`config.mk`:
```
export PLATFORM = sky130hd
export DESIGN_NAME = lm_sm_sequencer
export DESIGN_NICKNAME = d
export VERILOG_FILES = /design/src/rtl/lm_sm_sequencer_pkg.sv /design/src/rtl/lm_sm_sequencer_lsb_first_enc.sv /design/src/rtl/lm_sm_sequencer.sv
export SDC_FILE = /design/constraint.sdc
export NUM_CORES = 1
export LEC_CHECK = 0
export BUFFER_PORTS_ARGS = -buffer_cell sky130_fd_sc_hd__buf_2
export CAP_MARGIN = 20
export CORE_ASPECT_RATIO = 1.25
export CORE_MARGIN = 4
export CORE_UTILIZATION = 54
export DETAILED_ROUTE_END_ITERATION = 8
export PLACE_DENSITY = 0.87
export SLEW_MARGIN = 20
export SYNTH_ARGS = -nofsm -noshare
export SYNTH_HDL_FRONTEND = slang
export SYNTH_HIERARCHICAL = 1
export SYNTH_SLANG_ARGS = --single-unit
```
`constraint.sdc`:
```
create_clock -name clk -period 3.6 [get_ports clk]
set_input_delay 0.72 -clock clk [delete_from_list [all_inputs] [get_ports clk]]
set_output_delay 0.72 -clock clk [all_outputs]
set_load 0.01 [all_outputs]
```
`src/rtl/lm_sm_sequencer_pkg.sv`:
```
// Shared processor definitions used by the LM/SM micro-op sequencer:
// multiple-transfer opcodes, sequencer state encoding and small mask helpers.
package lm_sm_sequencer_pkg;

  localparam logic [3:0] OP_LM = 4'b0110;
  localparam logic [3:0] OP_SM = 4'b0111;

  typedef enum logic {
    S_IDLE = 1'b0,
    S_SEQ  = 1'b1
  } seq_state_e;

  function automatic logic is_multi_op(input logic [3:0] op);
    return (op == OP_LM) || (op == OP_SM);
  endfunction

  // True when at least two bits are set: clearing the lowest leaves something.
  function automatic logic multi_bit(input logic [7:0] m);
    return (m & (m - 8'd1)) != 8'd0;
  endfunction

  function automatic logic [7:0] bit_of(input logic [2:0] idx);
    return 8'(1) << idx;
  endfunction

endpackage

```
`src/rtl/lm_sm_sequencer_lsb_first_enc.sv`:
```
// Lowest-set-bit priority encoder: picks the next register of an LM/SM list.
module lsb_first_enc (
  input  logic [7:0] mask,
  output logic [2:0] idx,
  output logic       any
);

  // NOTE: every always_comb output gets a default first so no latch is inferred.
  always_comb begin
    idx = 3'd0;
    for (int i = 7; i >= 0; i--) begin
      if (mask[i]) idx = 3'(i);
    end
  end

  assign any = |mask;

endmodule

```
`src/rtl/lm_sm_sequencer.sv`:
```
// Splits LM/SM instructions into one micro-op per listed register and passes
// every other instruction through unchanged, stalling fetch while it expands.
module lm_sm_sequencer
  import lm_sm_sequencer_pkg::*;
(
  input  logic        clk,
  input  logic        reset,
  input  logic        in_valid,
  input  logic [15:0] ir,
  input  logic        stall_in,
  input  logic        flush,
  output logic        hold_fetch,
  output logic        out_valid,
  output logic [15:0] out_ir,
  output logic [2:0]  out_reg,
  output logic [2:0]  out_offset,
  output logic        out_is_load,
  output logic        first_multiple,
  output logic        last_multiple
);

  seq_state_e  state_q, state_d;
  logic [7:0]  pending_q, pending_d;
  logic [2:0]  cnt_q, cnt_d;
  logic        valid_q, valid_d;
  logic [15:0] ir_q, ir_d;
  logic [2:0]  reg_q, reg_d;
  logic [2:0]  off_q, off_d;
  logic        load_q, load_d;
  logic        first_q, first_d;
  logic        last_q, last_d;

  logic [7:0]  enc_mask;
  logic [2:0]  enc_idx;
  logic        enc_any;

  // One encoder serves both phases: the fresh list in IDLE, the remainder in SEQ.
  assign enc_mask = (state_q == S_SEQ) ? pending_q : ir[7:0];

  lsb_first_enc u_enc (
    .mask (enc_mask),
    .idx  (enc_idx),
    .any  (enc_any)
  );

  assign hold_fetch = (state_q == S_IDLE)
                    ? (in_valid && is_multi_op(ir[15:12]) && multi_bit(ir[7:0]))
                    : multi_bit(pending_q);

  always_comb begin
    state_d   = state_q;
    pending_d = pending_q;
    cnt_d     = cnt_q;
    valid_d   = valid_q;
    ir_d      = ir_q;
    reg_d     = reg_q;
    off_d     = off_q;
    load_d    = load_q;
    first_d   = first_q;
    last_d    = last_q;

    if (flush) begin
      state_d   = S_IDLE;
      pending_d = 8'd0;
      cnt_d     = 3'd0;
      valid_d   = 1'b0;
      ir_d      = 16'd0;
      reg_d     = 3'd0;
      off_d     = 3'd0;
      load_d    = 1'b0;
      first_d   = 1'b0;
      last_d    = 1'b0;
    end else if (!stall_in) begin
      unique case (state_q)
        S_IDLE: begin
          pending_d = 8'd0;
          cnt_d     = 3'd0;
          valid_d   = 1'b0;
          ir_d      = 16'd0;
          reg_d     = 3'd0;
          off_d     = 3'd0;
          load_d    = 1'b0;
          first_d   = 1'b0;
          last_d    = 1'b0;
          if (in_valid && !is_multi_op(ir[15:12])) begin
            valid_d = 1'b1;
            ir_d    = ir;
          end else if (in_valid && enc_any) begin
            valid_d   = 1'b1;
            ir_d      = ir;
            reg_d     = enc_idx;
            load_d    = (ir[15:12] == OP_LM);
            first_d   = 1'b1;
            pending_d = ir[7:0] & ~bit_of(enc_idx);
            last_d    = (pending_d == 8'd0);
            cnt_d     = last_d ? 3'd0 : 3'd1;
            state_d   = last_d ? S_IDLE : S_SEQ;
          end
        end
        S_SEQ: begin
          valid_d   = 1'b1;
          reg_d     = enc_idx;
          off_d     = cnt_q;
          first_d   = 1'b0;
          pending_d = pending_q & ~bit_of(enc_idx);
          last_d    = (pending_d == 8'd0);
          cnt_d     = last_d ? 3'd0 : cnt_q + 3'd1;
          state_d   = last_d ? S_IDLE : S_SEQ;
        end
        default: state_d = S_IDLE;
      endcase
    end
  end

  // NOTE: sequential state uses non-blocking assignments so all flops update together.
  always_ff @(posedge clk or negedge reset) begin
    if (!reset) begin
      state_q   <= S_IDLE;
      pending_q <= 8'd0;
      cnt_q     <= 3'd0;
      valid_q   <= 1'b0;
      ir_q      <= 16'd0;
      reg_q     <= 3'd0;
      off_q     <= 3'd0;
      load_q    <= 1'b0;
      first_q   <= 1'b0;
      last_q    <= 1'b0;
    end else begin
      state_q   <= state_d;
      pending_q <= pending_d;
      cnt_q     <= cnt_d;
      valid_q   <= valid_d;
      ir_q      <= ir_d;
      reg_q     <= reg_d;
      off_q     <= off_d;
      load_q    <= load_d;
      first_q   <= first_d;
      last_q    <= last_d;
    end
  end

  assign out_valid      = valid_q;
  assign out_ir         = ir_q;
  assign out_reg        = reg_q;
  assign out_offset     = off_q;
  assign out_is_load    = load_q;
  assign first_multiple = first_q;
  assign last_multiple  = last_q;

endmodule

```
# Yosys cells after proc, flatten, opt, wreduce, memory -nomap -nowiden
# Cells that the tools add are included.
# totals
in_bits,21
reg_bits,38
wordCells,97
# classes
bitwise,6
addsub,3
muxes,61
reduce_logical,12
eq_ne,4
shift,1
# op_table
operator,n
two-way mux 16 bit,5
two-way mux 3 bit,17
two-way mux 8 bit,5
AND 8 bit,4
two-way mux 1 bit,26
case mux 3 bit (2 select lines),3
zero test 8 bit,2
case mux 8 bit (2 select lines),1
nonzero test 8 bit,2
subtractor 8 x 1 -> 8 bit (second input constant),2
equality test 4 x 3 -> 1 bit (second input constant),2
inverter 8 bit,1
case mux 1 bit (2 select lines),4
OR reduction 8 bit,1
left shift 1 x 3 -> 8 bit (first input constant),1
logical AND 1 bit,4
adder 3 x 1 -> 3 bit (second input constant),1
inequality test 2 x 1 -> 1 bit (second input constant),1
inequality test 2 bit (second input constant),1
AND reduction 2 bit,1
zero test 1 bit,1
logical OR 1 bit,1
inverter 1 bit,1

# Logic depth before layout (Yosys ltp)
# depth
word_depth,19
depth_mapped,11

# Hierarchy
# Netlist, hierarchy kept.
# modules_own_cells
module,instances,cells_per_inst,area_each_um2,seq_area_each_um2
lm_sm_sequencer,1,222,2199.6,950.9
lsb_first_enc,1,13,81.3,0.0

# Worst setup path after synthesis
# No wires, ideal clock.
# synth_timing
kind,input to register
startpoint,input ir[4]
endpoint,register cnt_q[0]
cell_stages,9
n_path_buf,2
path_slack_ps,523
t_arrival_ps,2956
required_time_ps,3479
path_cell_list,clkbuf_1 mux2_2 o41ai_1 buf_6 nand3b_4 a21o_1 a2111oi_4 o21ai_1 a22o_1
# synth_via
elab_chain_cells,16
word_cells_on_any_way,21
classes_between,shift: 1; mux: 13; bitwise: 3; reduce/logical: 4
# synth_lines
item,line_no,text
start: declaration,lm_sm_sequencer.sv:9,"input logic [15:0] ir,"
two-way mux 8 bit *,lm_sm_sequencer.sv:38,assign enc_mask = (state_q == S_SEQ) ? pending_q : ir[7:0];
net enc_mask[4],lm_sm_sequencer.sv:33,logic [7:0] enc_mask;
two-way mux 3 bit * (5 in a row),lm_sm_sequencer_lsb_first_enc.sv:12,if (mask[i]) idx = 3'(i);
net enc_idx[0],lm_sm_sequencer.sv:34,logic [2:0] enc_idx;
left shift 1 x 3 -> 8 bit *,lm_sm_sequencer_pkg.sv:23,return 8'(1) << idx;
inverter 8 bit *,"lm_sm_sequencer.sv:94, lm_sm_sequencer.sv:105",
AND 8 bit,lm_sm_sequencer.sv:94,pending_d = ir[7:0] & ~bit_of(enc_idx);
zero test 8 bit,lm_sm_sequencer.sv:95,last_d = (pending_d == 8'd0);
two-way mux 1 bit,lm_sm_sequencer.sv:96,cnt_d = last_d ? 3'd0 : 3'd1;
two-way mux 1 bit,lm_sm_sequencer.sv:88,end else if (in_valid && enc_any) begin
two-way mux 1 bit,lm_sm_sequencer.sv:85,if (in_valid && !is_multi_op(ir[15:12])) begin
case mux 3 bit (2 select lines) *,lm_sm_sequencer.sv:74,unique case (state_q)
two-way mux 3 bit *,lm_sm_sequencer.sv:73,end else if (!stall_in) begin
two-way mux 3 bit *,lm_sm_sequencer.sv:62,if (flush) begin
end signal: assignment,lm_sm_sequencer.sv:131,cnt_q <= cnt_d;
end: declaration,lm_sm_sequencer.sv:24,"logic [2:0] cnt_q, cnt_d;"
# Mark *: on every way through the listed nets, which the timed path passes. The rest lies on a longest branch. The select of a mux whose other input is x is not followed.
# A chain may end at the register's enable or synchronous reset.

# Final worst setup path
# layout_timing
startpoint,register state_q
endpoint,register cnt_q[2]
# layout_via
word_cells_on_any_way,18
classes_between,shift: 1; mux: 13; bitwise: 3; reduce/logical: 1
# layout_rtl
item,line_no,text
start: declaration,lm_sm_sequencer.sv:22,"seq_state_e state_q, state_d;"
start signal: assignment,lm_sm_sequencer.sv:129,state_q <= state_d;
two-way mux 8 bit,lm_sm_sequencer.sv:38,
net enc_mask[4],lm_sm_sequencer.sv:33,
two-way mux 3 bit (5 in a row),lm_sm_sequencer_lsb_first_enc.sv:12,
net enc_idx[2],lm_sm_sequencer.sv:34,
left shift 1 x 3 -> 8 bit,lm_sm_sequencer_pkg.sv:23,
inverter 8 bit,lm_sm_sequencer.sv:105,pending_d = pending_q & ~bit_of(enc_idx);
AND 8 bit,lm_sm_sequencer.sv:105,
zero test 8 bit,lm_sm_sequencer.sv:106,last_d = (pending_d == 8'd0);
two-way mux 3 bit,lm_sm_sequencer.sv:107,cnt_d = last_d ? 3'd0 : cnt_q + 3'd1;
case mux 3 bit (2 select lines),lm_sm_sequencer.sv:74,
two-way mux 3 bit,lm_sm_sequencer.sv:73,
two-way mux 3 bit,lm_sm_sequencer.sv:62,
# The timed path passes the listed nets, and every way through them passes these cells. The select of a mux whose other input is x is not followed.

==> impl_metrics.csv <==
group,metric,value,unit
outcome,status,"complete, no violations",
worst_setup_path,cp.required,3.78,ns
synth,ys_ff_latch,38,
clock_network,numCtsBuffers,5,
drt,wl_per_cell,17.5,um
synth,ys_top_cells_by_area,"dfrtp_1 42%, a22o_1 8.4%, mux2_2 3.9%, nor2_1 3.3%, nand2_1 3.1%",
global_route,grt_pass1_wl,9.56,mm
global_route,grt_max_degree,39,
worst_setup_path,end_kind,"register",
pwr,ir_drop,0.169,mV
worst_setup_path,cp_max_fo,15,
synth,synth_area,2280,um^2
min_path,hold_path.class,"register to register",
place,dp.cells,325,
finish,register_area,951,um^2
sta,fin_tns_setup,0,ns
synth,syn_avg_cell_area,9.71,um^2
synth,yosysSeqAreaShare,0.417,
synth,synthFlopType,"dfrtp_1",
clock_network,clock_path_buffers,2,
sta,hold_viol,0,
place,io_buffers,47,
floorplan,ioPinCount,48,
finish,largest_reg_flops,16,
place,gp_congestion,0.918,
clock_network,cts_sinks,38,
sta,skew,0.00604,ns
drt,via_per_inst,6.20,
finish,diodes,0,
drt,drt-pass1-iter-count,4,
sta,rsz0062_at_grt,"no",
job,cap_violations,0,
clock_network,cts_tree,"built",
clock_network,worstSkewPairLatency,0.29,ns
sta,fin_crit_sh,0.871,
sta,fmax,319,MHz
finish,multi_input_area,1240,um^2
finish,syn_to_final_growth,17.9,%
floorplan,die_x,66.1,um
finish,final_layout_size_suffix_gt1_frac,0.289,
floorplan,die_h,80.7,um
synth,async_flop_share,1.00,
place,dp_hpwl,4.00,mm
worst_setup_path,arrival,3.32,ns
clock_network,cts_resized,0,
global_route,grt_pass1_vias,1986,
synth,yosysTopAreaCellShare,0.417,
clock_network,cts_hold_buf,0,
synth,synth_cell_types,52,
finish,stdcell_count,333,
sta,finalCriticalPeriod,3.14,ns
worst_setup_path,worstSetupPathType,"register to register",
global_route,grt_antenna_before_repair,0,
sta,setup_viol,0,
pwr,p_leak,1.33,nW
floorplan,rows,26,
synth,synthCells,235,
synth,synth_edf_count,0,
synth,syn_nets,257,
clock_network,clk_pin_slew_worst_paths,0.08,ns
drt,drc,0,
synth,ys.warnings.count,6,
clock_network,postCtsSetupBuffers,0,
clock_network,cts-root-buf,"clkbuf_8",
sta,slew_violations,0,
sta,relSlewSlack,0.389,
floorplan,core_area,4100,um^2
drt,drt_wl_total,5.84,mm
sta,max_slew.worst_pin.slew,0.915,ns
drt,num_vias,2065,
drt,ant_nets,0,
clock_network,htree_levels,2,
synth,yosysMostFrequentCell,"dfrtp_1",
global_route,grt.overflow.total,0,
floorplan,start_util,0.556,
pwr,power_density,387,nW/um^2
global_route,grt_usage,0.231,
synth,synth_area_leader_cell,"dfrtp_1",
finish,nFillCells,326,
drt,drt_iter0_markers,154,
floorplan,die-area,5330,um^2
synth,synth_top_cells_by_count,"38 x dfrtp_1, 22 x a22o_1, 20 x nor2_1",
worst_setup_path,startpoint_type,"register",
finish,final_nets,298,
[logic make-up after synthesis]
kind of cell / Yosys count / share of synthesized area
AO/OA/AOI/OAI: 76 / 0.264
AND/OR/NAND/NOR: 88 / 0.219
flip-flops: 38 / 0.417
buffers and inverters: 21 / 0.0417
multiplexers: 10 / 0.0483
adder cells (fa/ha/maj): 2 / 0.00987
[stage by stage]
step	util	instance area [um^2]	hold WS (ns)	power, mW	worst slack, ns
2_1_floorplan	-	2280	0.424	0.543	0.523
3_3_place_gp	0.621	2550	0.460	0.592	0.447
3_5_place_dp	0.621	2550	0.466	0.595	0.381
4_1_cts	0.656	2690	0.496	1.05	0.500
5_1_grt	0.656	2690	0.518	1.07	0.306
6_report	0.656	2690	0.485	1.04	0.464
[per-layer routing]
layer	part of all wire	global-route usage
met4	0.022	0.0976
met3	0.055	0.0308
met5	0	0
met1	0.42	0.304
met2	0.50	0.378
[critical path, cell delays in order, from the launching register on]
cell and delay [ns]:
dfrtp_1 0.58, mux2_2 0.43, nor4_2 0.30, and3b_1 0.39, nand3b_4 0.24, a21o_1 0.22, a2111oi_4 0.55, o31ai_1 0.14
a22o_1 0.19
[where the power goes]
part | internal [mW] | leakage, nW | switching [mW] | total [mW]
Clock | 0.296 | 0.0714 | 0.157 | 0.453
Combinational | 0.0563 | 0.734 | 0.0890 | 0.145
Sequential | 0.436 | 0.524 | 0.00691 | 0.443
Total | 0.788 | 1.33 | 0.253 | 1.04
[cell type report]
class | instances | share of cell area
flip-flops and latches | 38 | 0.353
inverters | 3 | 0.00419
clock inverters | 2 | 0.0223
repair buffers | 52 | 0.101
multi-input cells | 176 | 0.462
clock buffers | 6 | 0.0307
well taps | 56 | 0.0260
[worst paths after layout]
kind	from	endpoint	slack, ns	cells past startpoint
max in group asynchronous	reset	out_offset[1]	2.54	1
max reg2reg	state_q	cnt_q[2]	0.46	8
min reg2reg	first_multiple	first_multiple	0.48	1
min in group asynchronous	reset	pending_q[2]	0.52	1
max	state_q	cnt_q[2]	0.46	8
min	first_multiple	first_multiple	0.48	1
[cells in the final DEF (no fill, tap or decap), types with 7 or more instances in the layout]
cell type	instances
buf_2	47
dfrtp_1	38
a22o_1	22
nor2_1	20
nand2_1	19
a21oi_1	14
o21ai_0	11
nand3_1	10
nor2b_1	9
mux2_2	8
nor3_1	7
Note: power is estimated with default switching activity, not from simulation.
